File: src/rtl/register_bank.sv
// Two-read, one-write register file with a per-register busy scoreboard.
// Register 0 is hardwired to zero and can never be reserved. The busy bits
// track registers that have an issued but unfinished producer. BusyCount is a
// registered popcount of those bits.
module register_bank #(
    parameter int XLEN   = 32,
    parameter int NREGS  = 32,
    parameter int BYPASS = 1,
    parameter int AW     = $clog2(NREGS)
) (
    input  logic            Clk,
    input  logic            Rst,
    input  logic [AW-1:0]   Rs1,
    input  logic [AW-1:0]   Rs2,
    output logic [XLEN-1:0] RuRs1,
    output logic [XLEN-1:0] RuRs2,
    output logic            Busy1,
    output logic            Busy2,
    input  logic [AW-1:0]   Rd,
    input  logic            RuWr,
    input  logic [XLEN-1:0] RuDataWr,
    input  logic [AW-1:0]   IssueRd,
    input  logic            IssueEn,
    output logic [AW:0]     BusyCount
);

    logic [XLEN-1:0] regs_q [NREGS];
    logic [NREGS-1:0] busy_q;
    logic [NREGS-1:0] busy_d;
    logic [AW:0]      busyCount_q;
    logic [AW:0]      busyCount_d;

    logic writeValid;
    logic issueValid;
    logic bypass1;
    logic bypass2;

    assign writeValid = RuWr && (Rd != '0);
    assign issueValid = IssueEn && (IssueRd != '0);
    assign bypass1    = (BYPASS != 0) && writeValid && (Rd == Rs1) && !Rst;
    assign bypass2    = (BYPASS != 0) && writeValid && (Rd == Rs2) && !Rst;

    // Combinational read ports; x0 and reset force zero, bypass forwards the in-flight write.
    always_comb begin
        RuRs1 = '0;
        RuRs2 = '0;
        if (!Rst && (Rs1 != '0)) begin
            RuRs1 = bypass1 ? RuDataWr : regs_q[Rs1];
        end
        if (!Rst && (Rs2 != '0)) begin
            RuRs2 = bypass2 ? RuDataWr : regs_q[Rs2];
        end
    end

    // Busy outputs hide a busy bit being cleared by a forwarded write this cycle, unless it is re-reserved.
    always_comb begin
        Busy1 = 1'b0;
        Busy2 = 1'b0;
        if (!Rst && (Rs1 != '0)) begin
            Busy1 = busy_q[Rs1] && !(bypass1 && !(issueValid && (IssueRd == Rs1)));
        end
        if (!Rst && (Rs2 != '0)) begin
            Busy2 = busy_q[Rs2] && !(bypass2 && !(issueValid && (IssueRd == Rs2)));
        end
    end

    // Scoreboard next state: writeback clears, issue sets afterwards so a new producer wins.
    always_comb begin
        busy_d = busy_q;
        if (writeValid) begin
            busy_d[Rd] = 1'b0;
        end
        if (issueValid) begin
            busy_d[IssueRd] = 1'b1;
        end
        busy_d[0] = 1'b0;
        busyCount_d = '0;
        for (int i = 0; i < NREGS; i++) begin
            busyCount_d = busyCount_d + {{AW{1'b0}}, busy_d[i]};
        end
    end

    // Register storage, cleared asynchronously; x0 is never written.
    always_ff @(posedge Clk or posedge Rst) begin
        if (Rst) begin
            for (int i = 0; i < NREGS; i++) begin
                regs_q[i] <= '0;
            end
        end else if (writeValid) begin
            regs_q[Rd] <= RuDataWr;
        end
    end

    // Busy bits and their registered count, both dropped on reset.
    always_ff @(posedge Clk or posedge Rst) begin
        if (Rst) begin
            busy_q      <= '0;
            busyCount_q <= '0;
        end else begin
            busy_q      <= busy_d;
            busyCount_q <= busyCount_d;
        end
    end

    assign BusyCount = busyCount_q;

endmodule
File: config.mk
export PLATFORM = sky130hd
export DESIGN_NAME = register_bank
export DESIGN_NICKNAME = d
export VERILOG_FILES = /design/src/rtl/register_bank.sv
export SDC_FILE = /design/constraint.sdc
export NUM_CORES = 2
export LEC_CHECK = 0
export ABC_CLOCK_PERIOD_IN_PS = 43600
export CAP_MARGIN = 5
export CORE_UTILIZATION = 51
export CTS_CLUSTER_DIAMETER = 80
export DETAILED_ROUTE_END_ITERATION = 12
export PLACE_DENSITY = 0.66
export SYNTH_ARGS = -nofsm -noshare
export SYNTH_HDL_FRONTEND = slang
export SYNTH_SLANG_ARGS = --single-unit
File: constraint.sdc
create_clock -name Clk -period 43.6 [get_ports Clk]
set_clock_uncertainty 0.05 [all_clocks]
set_input_delay 4.36 -clock Clk [delete_from_list [all_inputs] [get_ports Clk]]
set_output_delay 4.36 -clock Clk [all_outputs]
set_load 0.02 [all_outputs]
==> Flow_metrics.wiki <==
{| class="wikitable"
! Metric !! Value
|-
| Antenna diode count || 0
|-
| Largest net degree at the start of global routing || 195
|-
| Vias in the first global route || between 30000 and 40000
|-
| Share of the synthesized area in the top cell type || 0.4565
|-
| Clock Path Buffers || 3
|-
| Vias per Instance || 6.716
|-
| Library cell used as clock root buffer || clkbuf_16
|-
| Biggest fanout along the worst timing path || 40
|-
| Post-synth top area cell || dfrtp_1
|-
| Number of storage elements in the synthesis netlist || 1061
|-
| Die extent in x || approximately 340 µm
|-
| Number of instances in the synthesized netlist || 4125
|-
| Weighted congestion reported at the end of routability-driven placement || roughly 0.85
|-
| Remaining antenna violation count after routing || 0
|-
| Status || finished, final reports clean
|-
| Top Family by Delay on Critical Path || buffers and inverters
|-
| Max stage delay on crit path || 0.72 ns
|-
| Fmax || 74.84 MHz
|-
| Clock Sinks || 1061
|-
| CP endpoint kind || output pin
|-
| Detailed-route via count || 37640
|-
| Max VDD drop || between 0.1 and 0.15 mV
|-
| Final setup TNS || 0 ns
|-
| Gates resized, CTS repair || 0
|-
| Cell types with the largest area share after synthesis || dfrtp_1 46%, mux2_2 20%, mux4_2 15%
|-
| CTS tree || built
|-
| Netlist area before placement || 58160 µm²
|-
| Crit path top cell by count || buf_4
|-
| Worst setup timing slack at the placement stage || about 30 ns
|-
| Period Utilization, post-route || 0.3065
|-
| Hold Vio Cnt, Final || 0
|-
| Areal power density over the cells || 49.79 nW/µm²
|-
| Number of warning messages in the yosys log || 0
|-
| Port Buffer Count || about 130
|-
| Share of flip-flops with an asynchronous set or reset || 1.000
|-
| Wire length of the first global-routing pass || 255700 µm
|-
| Slew Viols, Final || 0
|-
| Clock latency on the worst-skew pair || 0.70 ns
|-
| Clock share of power || 0.311
|-
| Sum of buffers and inverters on the critical path || 5
|-
| Portion of the post-synthesis area used by sequential elements || 0.4565
|-
| Arrival time worst endpoint || slightly below 9 ns
|-
| First-pass iteration count of the detailed router || 5
|-
| Internal || between 0.002 and 0.0025 W
|-
| Sum of net half-perimeters after detailed placement || 93700 µm
|-
| Synth unique cells || 65
|-
| Critical setup path kind || in2out
|-
| Fraction of final layout cells with drive strength greater than 1 || 0.4395
|-
| Total DRC errors in the routed layout || 0
|-
| Die area || 115400 µm²
|-
| Top Ports || 128
|-
| Dominant register cell in the synthesized netlist || dfrtp_1
|-
| Hold buffer count at CTS || 0
|-
| Post-detailed-route wirelength per cell || between 30 and 40 µm
|-
| Total congestion overflow after global routing || 0
|-
| Clock edge transition at the registers on the reported setup and hold paths || 0.06 ns
|-
| HP Class || reg2reg
|-
| Net Count, Synth || 4211
|-
| Number of enable-type register cells in the synthesized netlist || 0
|-
| Number of nets at the end of the flow || 4093
|-
| Number of levels the H-tree was split into || 3
|-
| Die Ht || 339.7 µm
|-
| Syn_area_per_cell || 14.10 µm²
|-
| Fin crit period || 13.36 ns
|-
| Core outline area || roughly 110000 µm²
|-
| Total setup violations reported at the end of the flow || 0
|-
| Sequential cell fraction of total power || 0.414
|-
| Data required time at the worst endpoint || between 30 and 40 ns
|-
| Post-route setup slack || 30.24 ns
|-
| Number of antenna violations at the first check in global routing || 0
|-
| Number of clock buffers inserted by TritonCTS || about 120
|-
| Combined global-route utilization of all metal layers || 0.2966
|-
| Total wirelength of the detailed-routed design || 170400 µm
|-
| Static leakage power || 27.62 nW
|-
| Cell with the largest stage delay on the worst path || buf_4
|-
| Combinational power share || 0.275
|-
| Layout overhead on the synthesized area || 10.18%
|-
| Unrepaired setup endpoints after global routing || no
|-
| Number of DRC markers in iteration 0 || 3727
|-
| Slew at the pin closest to its max-slew limit || about 1.2 ns
|-
| Post-CTS Setup Bufs || 0
|-
| Max-slew headroom || 0.1690
|-
| Floorplan row count || between 100 and 150
|-
| Cell chain of the critical path || buf_8, buf_4, buf_4, buf_4, mux4_2, mux2_2, a221oi_1, o41ai_2, clkdlybuf4s50_1
|-
| Number of fillers in the final layout || 9042
|-
| Category of the worst setup path launch point || input port
|-
| Switching power share of the total || 0.2962
|-
| Maximum Capacitance Violations || 0
|-
| Switch Pwr || 0.0009451 W
|-
| Starting Density || 0.5156
|-
| Post-route core utilization || 0.5680
|}
[through the flow]
step	hold slack (ns)	cell area, µm²	total power [W]	cells
finish	0.3495	64080	0.003190	5605
global placement	0.3312	60230	0.002186	5390
floorplan	0.3951	58160	0.002006	4125
global route	0.3609	64080	0.003365	5605
CTS	0.3510	64080	0.003208	5605
detailed placement	0.3377	60230	0.002214	5390
[layout make-up]
class                   count  area [µm²]  area share
multi-input cells        2550       29460      0.4598
flip-flops and latches   1061       26550      0.4143
clock buffers             172        3426     0.05346
repair buffers            231        2158     0.03368
well taps                1500        1877     0.02929
clock inverters            43       419.2    0.006541
inverters                  48       187.7    0.002929
[flip-flops by register name, indices dropped and copies added (netlist names)]
| register | cells |
|---|---|
| regs_q | 1024 |
| busy_q | 31 |
| BusyCount | 6 |
[cells by family (layout without fill, tap and decap cells)]
group / after synthesis / in the layout / share of synthesized area
AO/OA/AOI/OAI: 499 / 499 / 0.06816
XOR/XNOR: 23 / 23 / 0.003464
adder cells (fa/ha/maj): 30 / 30 / 0.009423
buffers and inverters: 514 / 494 / 0.04062
flip-flops: 1061 / 1061 / 0.4565
multiplexers: 1656 / 1656 / 0.3932
AND/OR/NAND/NOR: 342 / 342 / 0.02861
[cell usage after synthesis (15+ instances only)]
cell type,instances
dfrtp_1,1061
mux2_2,1025
mux4_2,400
mux2i_1,230
clkbuf_1,227
buf_2,140
nand2_1,138
a221oi_1,127
a22oi_1,102
nor2b_1,73
a211oi_1,65
buf_1,52
nor2_1,52
inv_1,46
nand3_1,40
a21oi_1,35
o22ai_1,33
o211ai_1,32
o21a_1,32
buf_4,29
fa_1,23
o41ai_2,19
o21ai_0,17
xnor2_1,15
[placed cells by master, fill, tap and decap left out, types with 15 or more instances in the layout]
cell and instances:
nor2b_1 68, a211oi_1 65, clkdlybuf4s50_1 118, mux2i_1 230, inv_1 44, a22oi_1 102, fa_1 23, clkbuf_8 27
mux4_2 400, a221oi_1 127, clkbuf_1 27, a21oi_1 35, nor2_1 40, xnor2_1 15, clkbuf_16 118, o21ai_0 17
nand2_1 118, o22ai_1 33, clkinv_2 27, mux2_2 1025, nand3_1 39, o211ai_1 32, buf_4 98, nand2_2 21
dfrtp_1 1061, o41ai_2 19, o21a_1 32
[power groups by stage]
stage | sequential (W) | clock (W) | combinational, W
global placement | 0.00132 | 0 | 0.000864
global route | 0.00134 | 0.00105 | 0.000974
floorplan | 0.00129 | 0 | 0.000711
finish | 0.00132 | 0.000992 | 0.000878
CTS | 0.00131 | 0.00101 | 0.000885
detailed placement | 0.00133 | 0 | 0.000883
[per-layer routing]
| metal | vias up | track usage | share of wire |
|---|---|---|---|
| li1 | 15600 | - | - |
| met1 | 20310 | 0.4126 | 0.42 |
| met2 | 1430 | 0.4800 | 0.48 |
| met3 | 304 | 0.04167 | 0.063 |
| met4 | 0 | 0.1014 | 0.034 |
| met5 | - | 0 | 0 |
[final timing paths]
| kind | from | endpoint | slack [ns] | depth (start not counted) |
|---|---|---|---|---|
| max | Rs1[0] | RuRs1[28] | 30.24 | 9 |
| min | regs_q[1011] | regs_q[1011] | 0.35 | 0 |
| max reg2reg | busy_q[16] | BusyCount[4] | 38.32 | 17 |
| min reg2reg | regs_q[1011] | regs_q[1011] | 0.35 | 0 |
| max in group asynchronous | Rst | regs_q[567] | 35.56 | 5 |
| min in group asynchronous | Rst | busy_q[5] | 4.72 | 2 |
Note: power is estimated with default switching activity, not from simulation.
